## src/rtl/pixel_seq_pkg.sv

```systemverilog
// rtl/pixel_seq_pkg.sv - shared state type, ramp length and Gray helper for the pixel frame sequencer
package pixel_seq_pkg;

  // Default ADC code width and the matching convert-phase length.
  localparam int ADC_W_DEF = 8;
  localparam int CONV_CYC  = 1 << ADC_W_DEF;

  typedef enum logic [2:0] {
    ST_IDLE    = 3'd0,
    ST_ERASE   = 3'd1,
    ST_EXPOSE  = 3'd2,
    ST_CONVERT = 3'd3,
    ST_READ    = 3'd4,
    ST_DONE    = 3'd5
  } state_e;

  // Works for code widths up to 32 bits; callers truncate to their own width.
  function automatic logic [31:0] bin2gray(input logic [31:0] b);
    return b ^ (b >> 1);
  endfunction

endpackage

```

## src/rtl/pixel_seq_ctrl_if.sv

```systemverilog
// rtl/pixel_seq_ctrl_if.sv - row readout bus between the sequencer and the databus
// Ports (modport master = sequencer side):
//   read_en   one-hot row select
//   row_valid selected row is on the databus
//   row_idx   index of the selected row
//   row_ready downstream accepts the current row
interface pixel_seq_ctrl_if #(
  parameter int N_ROWS = 2
);
  localparam int RW = (N_ROWS > 1) ? $clog2(N_ROWS) : 1;

  logic [N_ROWS-1:0] read_en;
  logic              row_valid;
  logic [RW-1:0]     row_idx;
  logic              row_ready;

  modport master (output read_en, row_valid, row_idx, input row_ready);
  modport slave  (input read_en, row_valid, row_idx, output row_ready);
endinterface

```

## src/rtl/adc_ramp_counter.sv

```systemverilog
// rtl/adc_ramp_counter.sv - shared ADC ramp code counter, binary or Gray output
// Ports:
//   clk, reset  clock and synchronous active-high reset
//   en          advance the ramp by one code this cycle
//   clr         return the ramp to code 0 (wins over en)
//   code        current ramp code (Gray when GRAY=1)
//   last        binary count is at its final value
module adc_ramp_counter
  import pixel_seq_pkg::*;
#(
  parameter int ADC_W = 8,
  parameter bit GRAY  = 1'b1
) (
  input  logic             clk,
  input  logic             reset,
  input  logic             en,
  input  logic             clr,
  output logic [ADC_W-1:0] code,
  output logic             last
);

  logic [ADC_W-1:0] k;

  always_ff @(posedge clk) begin
    if (reset || clr) begin
      k <= '0;
    end else if (en) begin
      k <= k + 1'b1;
    end
  end

  assign code = GRAY ? ADC_W'(bin2gray(32'(k))) : k;
  assign last = &k;

endmodule

```

## src/rtl/pixel_seq_ctrl.sv

```systemverilog
// rtl/pixel_seq_ctrl.sv - frame sequencer: erase, expose, convert, row-by-row readout
// Ports:
//   clk, reset   clock and synchronous active-high reset
//   start        frame request, honoured only while idle
//   cont_mode    run frames back to back (sampled in IDLE and DONE)
//   expose_len   exposure length in cycles, latched at frame start (0 acts as 1)
//   erase/expose/convert  pixel phase strobes
//   adc_code     ramp code broadcast during convert, 0 otherwise
//   busy         high whenever not idle
//   frame_done   one-cycle pulse in the last cycle of a frame
//   frame_cnt    completed frame count, wraps at 16 bits
//   rbus         row readout bus (read_en, row_valid, row_idx, row_ready)
module pixel_seq_ctrl
  import pixel_seq_pkg::*;
#(
  parameter int N_ROWS    = 2,
  parameter int ADC_W     = ADC_W_DEF,
  parameter int ERASE_CYC = 5,
  parameter int EXP_W     = 16,
  parameter bit GRAY      = 1'b1
) (
  input  logic                clk,
  input  logic                reset,
  input  logic                start,
  input  logic                cont_mode,
  input  logic [EXP_W-1:0]    expose_len,
  output logic                erase,
  output logic                expose,
  output logic                convert,
  output logic [ADC_W-1:0]    adc_code,
  output logic                busy,
  output logic                frame_done,
  output logic [15:0]         frame_cnt,
  pixel_seq_ctrl_if.master    rbus
);

  localparam int RW = (N_ROWS > 1) ? $clog2(N_ROWS) : 1;
  localparam int EW = $clog2(ERASE_CYC + 1);
  // One timer serves both erase and expose, so it is sized for the longer one.
  localparam int TW = (EXP_W > EW) ? EXP_W : EW;
  localparam logic [TW-1:0] ERASE_LAST = TW'(ERASE_CYC - 1);
  localparam logic [RW-1:0] ROW_LAST   = RW'(N_ROWS - 1);

  state_e           state;
  logic [TW-1:0]    timer;
  logic [EXP_W-1:0] exp_q;
  logic [RW-1:0]    row;
  logic [EXP_W-1:0] latch_len;
  logic [TW-1:0]    exp_last;
  logic             ramp_en;
  logic             ramp_clr;
  logic             ramp_last;

  assign latch_len = (expose_len == '0) ? EXP_W'(1) : expose_len;
  assign exp_last  = TW'(exp_q) - TW'(1);

  // The ramp runs only in CONVERT and is cleared on its final code, so it
  // is back at 0 (and adc_code reads 0) for the rest of the frame.
  assign ramp_en  = (state == ST_CONVERT);
  assign ramp_clr = ramp_en && ramp_last;

  adc_ramp_counter #(
    .ADC_W (ADC_W),
    .GRAY  (GRAY)
  ) u_ramp (
    .clk   (clk),
    .reset (reset),
    .en    (ramp_en),
    .clr   (ramp_clr),
    .code  (adc_code),
    .last  (ramp_last)
  );

  always_ff @(posedge clk) begin
    if (reset) begin
      state     <= ST_IDLE;
      timer     <= '0;
      exp_q     <= '0;
      row       <= '0;
      frame_cnt <= '0;
    end else begin
      case (state)
        ST_IDLE: begin
          if (start || cont_mode) begin
            state <= ST_ERASE;
            timer <= '0;
            exp_q <= latch_len;
          end
        end
        ST_ERASE: begin
          if (timer == ERASE_LAST) begin
            state <= ST_EXPOSE;
            timer <= '0;
          end else begin
            timer <= timer + 1'b1;
          end
        end
        ST_EXPOSE: begin
          if (timer == exp_last) begin
            state <= ST_CONVERT;
            timer <= '0;
          end else begin
            timer <= timer + 1'b1;
          end
        end
        ST_CONVERT: begin
          if (ramp_last) begin
            state <= ST_READ;
          end
        end
        ST_READ: begin
          if (rbus.row_ready) begin
            if (row == ROW_LAST) begin
              state <= ST_DONE;
              row   <= '0;
            end else begin
              row <= row + 1'b1;
            end
          end
        end
        ST_DONE: begin
          frame_cnt <= frame_cnt + 1'b1;
          if (cont_mode) begin
            state <= ST_ERASE;
            timer <= '0;
            exp_q <= latch_len;
          end else begin
            state <= ST_IDLE;
          end
        end
        default: state <= ST_IDLE;
      endcase
    end
  end

  // All outputs decode the registered state, so they change only on clk.
  assign erase      = (state == ST_ERASE);
  assign expose     = (state == ST_EXPOSE);
  assign convert    = (state == ST_CONVERT);
  assign busy       = (state != ST_IDLE);
  assign frame_done = (state == ST_DONE);

  assign rbus.row_valid = (state == ST_READ);
  assign rbus.read_en   = rbus.row_valid ? (N_ROWS'(1) << row) : '0;
  assign rbus.row_idx   = row;

endmodule

```

## src/flat_wrapper.sv

```systemverilog
// flat-port wrapper written by rule: the top's interface ports become plain ports
module pixel_seq_ctrl_flat import pixel_seq_pkg::*;
#(
  parameter int N_ROWS    = 2,
  parameter int ADC_W     = ADC_W_DEF,
  parameter int ERASE_CYC = 5,
  parameter int EXP_W     = 16,
  parameter bit GRAY      = 1'b1
)
  (clk, reset, start, cont_mode, expose_len, erase, expose, convert, adc_code, busy, frame_done, frame_cnt, rbus_read_en, rbus_row_valid, rbus_row_idx, rbus_row_ready);
  pixel_seq_ctrl_if #(.N_ROWS(N_ROWS)) rbus_i ();
  input  logic clk;
  input  logic reset;
  input  logic start;
  input  logic cont_mode;
  input  logic [EXP_W-1:0] expose_len;
  output logic erase;
  output logic expose;
  output logic convert;
  output logic [ADC_W-1:0] adc_code;
  output logic busy;
  output logic frame_done;
  output logic [15:0] frame_cnt;
  output wire logic [$bits(rbus_i.read_en)-1:0] rbus_read_en;
  output wire logic [$bits(rbus_i.row_valid)-1:0] rbus_row_valid;
  output wire logic [$bits(rbus_i.row_idx)-1:0] rbus_row_idx;
  input wire logic [$bits(rbus_i.row_ready)-1:0] rbus_row_ready;
  assign rbus_read_en = rbus_i.read_en;
  assign rbus_row_valid = rbus_i.row_valid;
  assign rbus_row_idx = rbus_i.row_idx;
  assign rbus_i.row_ready = rbus_row_ready;
  pixel_seq_ctrl #(.N_ROWS(N_ROWS), .ADC_W(ADC_W), .ERASE_CYC(ERASE_CYC), .EXP_W(EXP_W), .GRAY(GRAY)) u_core (.clk(clk), .reset(reset), .start(start), .cont_mode(cont_mode), .expose_len(expose_len), .erase(erase), .expose(expose), .convert(convert), .adc_code(adc_code), .busy(busy), .frame_done(frame_done), .frame_cnt(frame_cnt), .rbus(rbus_i));
endmodule
```

## config.mk

```make
export PLATFORM = sky130hd
export DESIGN_NAME = pixel_seq_ctrl_flat
export DESIGN_NICKNAME = d
export VERILOG_FILES = /design/src/rtl/pixel_seq_pkg.sv /design/src/rtl/pixel_seq_ctrl_if.sv /design/src/rtl/adc_ramp_counter.sv /design/src/rtl/pixel_seq_ctrl.sv /design/src/flat_wrapper.sv
export SDC_FILE = /design/constraint.sdc
export NUM_CORES = 1
export LEC_CHECK = 0
export BUFFER_PORTS_ARGS = -buffer_cell sky130_fd_sc_hd__clkbuf_2
export CAP_MARGIN = 20
export CORE_MARGIN = 2
export CORE_UTILIZATION = 40
export CTS_BUF_LIST = sky130_fd_sc_hd__clkbuf_8
export DETAILED_ROUTE_END_ITERATION = 8
export PLACE_DENSITY = 0.62
export SKIP_LAST_GASP = 1
export SYNTH_ARGS = -nofsm -noshare
export SYNTH_HDL_FRONTEND = slang
export SYNTH_SLANG_ARGS = --single-unit
```

## constraint.sdc

```tcl
create_clock -name clk -period 8.65 [get_ports clk]
set_input_delay 1.2975 -clock clk [delete_from_list [all_inputs] [get_ports clk]]
set_output_delay 1.2975 -clock clk [all_outputs]
set_load 0.01 [all_outputs]
```

# Yosys cells after proc, flatten, opt, wreduce, memory -nomap -nowiden

Index checks and enable logic that the tools add are counted.

Add/sub/neg operators: 5
Multiply operators: 0
Div/mod/pow operators: 0
Order comparisons: 0
Eq/ne operators: 14
Shifts and indexed selects: 1
Mux-type cells: 19
Bitwise operators: 1
Reduce and logical (&&, ||, !) cells: 13

Operator list:

| operator                | count |
|---|---|
| $mux W16                | 7 |
| $pmux W16 S4            | 1 |
| $add A16 B1 Y16 const B | 2 |
| $pmux W16 S2            | 1 |
| $mux W3                 | 6 |
| $pmux W3 S6             | 1 |
| $eq A16 B16 Y1          | 1 |
| $eq A16 B3 Y1 const B   | 1 |
| $logic_not A16 Y1       | 1 |
| $sub A16 B1 Y16 const B | 1 |
| $add A8 B1 Y8 const B   | 1 |
| $ne A2 B2 Y1 const B    | 4 |
| $reduce_and A8 Y1       | 1 |
| $xor A8 B7 Y8           | 1 |
| $eq A3 B2 Y1 const B    | 2 |
| $eq A3 B3 Y1 const B    | 2 |
| $ne A2 B1 Y1 const B    | 3 |
| $reduce_and A3 Y1       | 2 |
| $reduce_and A6 Y1       | 1 |
| $reduce_bool A4 Y1      | 1 |
| $eq A3 B1 Y1 const B    | 1 |
| $logic_not A3 Y1        | 1 |
| $reduce_bool A3 Y1      | 1 |
| $logic_or A1 B1 Y1      | 2 |
| 7 further kinds         | 8 |

Register bits: 60
Latch bits: 0
RAM bits: 0
Bits in read-only memories: 0
Input bits: 21
Output and inout bits: 33
Logic and storage cells: 59
Memories: 0

# Logic depth before layout (Yosys ltp)

Word-level depth: 4
Gate-level depth with buffers: 10
Gate-level depth less buffers: 9

# Cells and area by module

Synthesis repeated with hierarchy kept, for this count alone.

Cells, all modules: 423
Area total of the unflattened synthesis: 3523.4 µm²

By module, submodules not included:

| module           | times used | cells each | area an instance (µm²) | seq. area each (µm²) |
|---|---|---|---|---|
| pixel_seq_ctrl   | 1          | 380        | 3091.7                 | 1041.0 |
| adc_ramp_counter | 1          | 43         | 431.7                  | 160.2 |

# Worst setup path before layout

Ideal clock, no wire load.

Path type: reg-to-reg
Start: register u_core.exp_q[0]
End: register u_core.timer[4]
Setup time: 0.120 ns
Arrival time: 2.723 ns
Data required time: 8.530 ns
Path slack: 5.808 ns
Cell stages (with the launch flop): 9
Buffers on the path: 1
Clock period less this slack: 2.842 ns
Cell sequence: dfxtp_1 -> or4_4 -> or2_0 -> or4b_1 -> a211o_1 -> o41ai_4 -> buf_6 -> nor2_2 -> a211o_1

Cells in the longest elaborated chain, start to end: 4

RTL lines:

| item                   | RTL line              | text |
|---|---|---|
| from (decl)            | pixel_seq_ctrl.sv:46  | `logic [EXP_W-1:0] exp_q;` |
| from (signal assigned) | pixel_seq_ctrl.sv:87  | `exp_q <= latch_len;` |
| from (signal assigned) | pixel_seq_ctrl.sv:126 | `exp_q <= latch_len;` |
| $sub A16 B1 Y16        | pixel_seq_ctrl.sv:55  | `assign exp_last = TW'(exp_q) - TW'(1);` |
| $eq A16 B16 Y1         | pixel_seq_ctrl.sv:99  | `if (timer == exp_last) begin` |
| $mux W16               | pixel_seq_ctrl.sv:99  |  |
| $pmux W16 S4           | pixel_seq_ctrl.sv:82  | `case (state)` |
| to (signal assigned)   | pixel_seq_ctrl.sv:95  | `timer <= timer + 1'b1;` |
| to (signal assigned)   | pixel_seq_ctrl.sv:103 | `timer <= timer + 1'b1;` |
| to (decl)              | pixel_seq_ctrl.sv:45  | `logic [TW-1:0] timer;` |

Every way passes these cells.
A chain may end at the register's enable or synchronous reset.

# Final worst setup path

Start: register u_core.exp_q[0]
End: register u_core.timer[15]

The elaborated chain is that of the path after synthesis.

==> summary.md <==
| Metric | Value |
|---|---|
| Port bufs | 53 |
| Drc violations | 0 |
| Final Cell Area | 0.00393 sq mm |
| List of most frequent post-synthesis cells | 60 x dfxtp_1, 46 x nor2_1, 37 x nand2_1, 24 x xor2_1, 20 x clkbuf_1 |
| Crit Reg-Reg Endpoint | u_core.timer[15] |
| Post-synth top area cell | dfxtp_1 |
| Clock Skew | 5.74 ps |
| Post-layout power | 1.03 mW |
| Initial Util | 41.3% |
| Fin crit period | 3280 ps |
| R2r startpoint | u_core.exp_q[0] |
| Filler instances | 828 |
| Post-DRT Antenna Nets | 0 |
| CP endpoint | u_core.timer[15] |
| Post-synthesis instance total | 415 |
| Router iterations before antenna repair | 4 |
| Chip Width | 96.1 um |
| Slew Viols, Final | 0 |
| Initial antenna violation count | 0 |
| First-pass GRT wire length | 12.8 mm |
| Distinct cells, synth | 56 |
| Clock sinks | 60 |
| Fmax | 0.304 GHz |
| Crit start category | flop |
| CTS Buf Count | 9 |
| Post-synth ARST share | 0% |
| Synthesis-stage register bit count | 60 |
| CP arrival | 3510 ps |
| CTS H-tree depth | 3 |
| Max Cap Viol | 0 |
| Power per cell area | 261 mW/mm^2 |
| Worst-path fanout max | 18 |
| CTS tree | done |
| Drt total wl | 7.85 mm |
| Count leader, synth | dfxtp_1 |
| RSZ-0062 raised after global routing | false |
| Synth Cell Area | 0.00339 sq mm |
| Worst Reg-to-Reg Cells | 7 |
| Peak VDD IR | 0.155 mV |
| Number of flops mapped to enable cells by yosys | 0 |
| Final Hold Vio Count | 0 |
| Slew of the pin with the lowest slew margin | 1040 ps |
| Total die area | 0.00923 sq mm |
| All-Layer GR Usage | 17.8% |
| Diodes inserted | 0 |
| Reg clk slew, reported paths | 70 ps |
| Mapped Avg Cell Area | 8.17 sq um |
| Final HPWL DP | 5.75 mm |
| Clk Latency, worst-skew pair | 340 ps |
| Vias in the first global route | 2822 |
| DR vias/cell | 5.32 |
| Ratio of cells with drive above 1 in the final layout | 16.3% |
| R2R setup slack | 5370 ps |
| Ranking of synthesized cells by area | dfxtp_1 35%, xor2_1 6.2%, nor2_1 5.1% |
| Clock tree buffer depth | 2 |
| Hold Crit Class | flop to flop |
| DRT iter0 DRCs | 81 |
| Sequential element share of the synthesized area | 35.4% |
| Endpoint class of the critical path | flop |
| TNS Setup | 0 ps |
| Setup crit start | u_core.exp_q[0] |
| Multi-input logic area | 0.00205 sq mm |
| Worst setup path class | flop to flop |
| Leak | 1.70 nW |
| Final nets | 488 |
| Yosys warns | 0 |
| Synthesis-to-layout area growth | 15.8% |
| Num rows | 33 |
| IO Count | 54 |
| Clock root cell | clkbuf_8 |
| Post-CTS Hold Buffers | 0 |
| Placement Cell Area | 0.00369 sq mm |
| # setup viols final | 0 |
| Critical path required time | 8880 ps |
| Die H | 96.1 um |
| Drt wl/cell | 13.9 um |
| Largest net degree at the start of global routing | 41 |
| Setup bufs post-CTS | 0 |
| Global route overflow | 0 |
| Storage cell area | 0.00120 sq mm |
| Syn Nets | 447 |
| DR vias | 3003 |
| Final Cycle Share | 38.0% |
| Final hold slack | 500 ps |
| PostCTS Resize Cnt | 0 |
| Placer Congestion | 0.843 |
| Top FF cell, synth | dfxtp_1 |
| Worst slew margin | 29.2% |
| Outcome | complete, no violations |
| Core Box Area | 0.00822 sq mm |
| Synth top area share | 35.4% |
registers in the layout, summed over array words and instances (netlist names):
name / count
u_core.exp_q: 16
u_core.frame_cnt: 16
u_core.timer: 16
u_core.u_ramp.k: 8
u_core.state: 3
u_core.rbus.row_idx: 1
layout by cell type (no fill, tap or decap), drive strengths merged, types with 4 or more instances in the layout:
cell and instances:
a21oi 14, o21ai 16, inv 11, mux2i 6, xnor2 19, nand3 13
ha 11, nor4 11, nor2 47, and3 11, clkbuf 63, nand4 10
nand2b 4, dfxtp 60, xor2 24, a21o 10, nand2 37, nor3 18
nor3b 4, a22oi 13, or3 10, or4 5
worst max-delay path: stages, from the launching register on:
cell and delay [ps]:
dfxtp_1 350, or4_4 560, or2_0 230, or4b_1 520, a211o_1 350, o41ai_4 740, o21ai_0 210, a21o_1 220
per-stage QoR:
step                instances  util, %  setup slack, ps
finish                    565     47.8             5370
detailed placement        550     44.9             5390
global placement          550     44.9             5440
floorplan                 415        -             5810
CTS                       565     47.8             5350
global route              565     47.8             5060
area by class of cell:
cell class                 count  area share [%]
inverter                      12            1.15
clock buffer                  10            3.50
clock inverter                 5            2.55
timing repair buffer          53            6.75
multi-input combinational    320            52.1
tap                          105            3.34
sequential                    60            30.6
where the power goes:
part           switching, mW  total, mW  internal (mW)
combinational          0.203      0.358          0.155
clock                  0.110      0.307          0.197
sequential            0.0522      0.361          0.309
routing by layer:
metal / vias up / part of all wire [%] / routed length (um) / track usage, %
met5: - / 0 / 0 / 0
met4: 0 / 0.80 / 63 / 6.07
met3: 8 / 4.2 / 330 / 3.99
met2: 53 / 48 / 3780 / 30.4
met1: 1381 / 47 / 3680 / 22.1
li1: 1561 / - / - / -
cells by family after synthesis:
| logic type | count (synthesis) | synth area share [%] |
|---|---|---|
| and+or+nand+nor | 183 | 27.6 |
| AOI/OAI and AO/OA | 77 | 15.9 |
| DFF | 60 | 35.4 |
| xor gates and xnor gates | 43 | 11.1 |
| buffers and inverters | 35 | 4.20 |
| adders and majority gates | 11 | 4.06 |
| muxes | 6 | 1.77 |
worst min path at each step:
stage / from / to / slack (ps) / cells after the start
4_1_cts: u_core.frame_cnt[1] / u_core.frame_cnt[1] / 500 / 2
5_1_grt: u_core.frame_cnt[7] / u_core.frame_cnt[7] / 550 / 2
6_report: u_core.frame_cnt[1] / u_core.frame_cnt[1] / 500 / 2
3_5_place_dp: u_core.frame_cnt[1] / u_core.frame_cnt[1] / 490 / 2
2_1_floorplan: u_core.timer[15] / u_core.timer[15] / 490 / 1
3_3_place_gp: u_core.frame_cnt[1] / u_core.frame_cnt[1] / 480 / 2
Power figures use the tool's default switching activity.
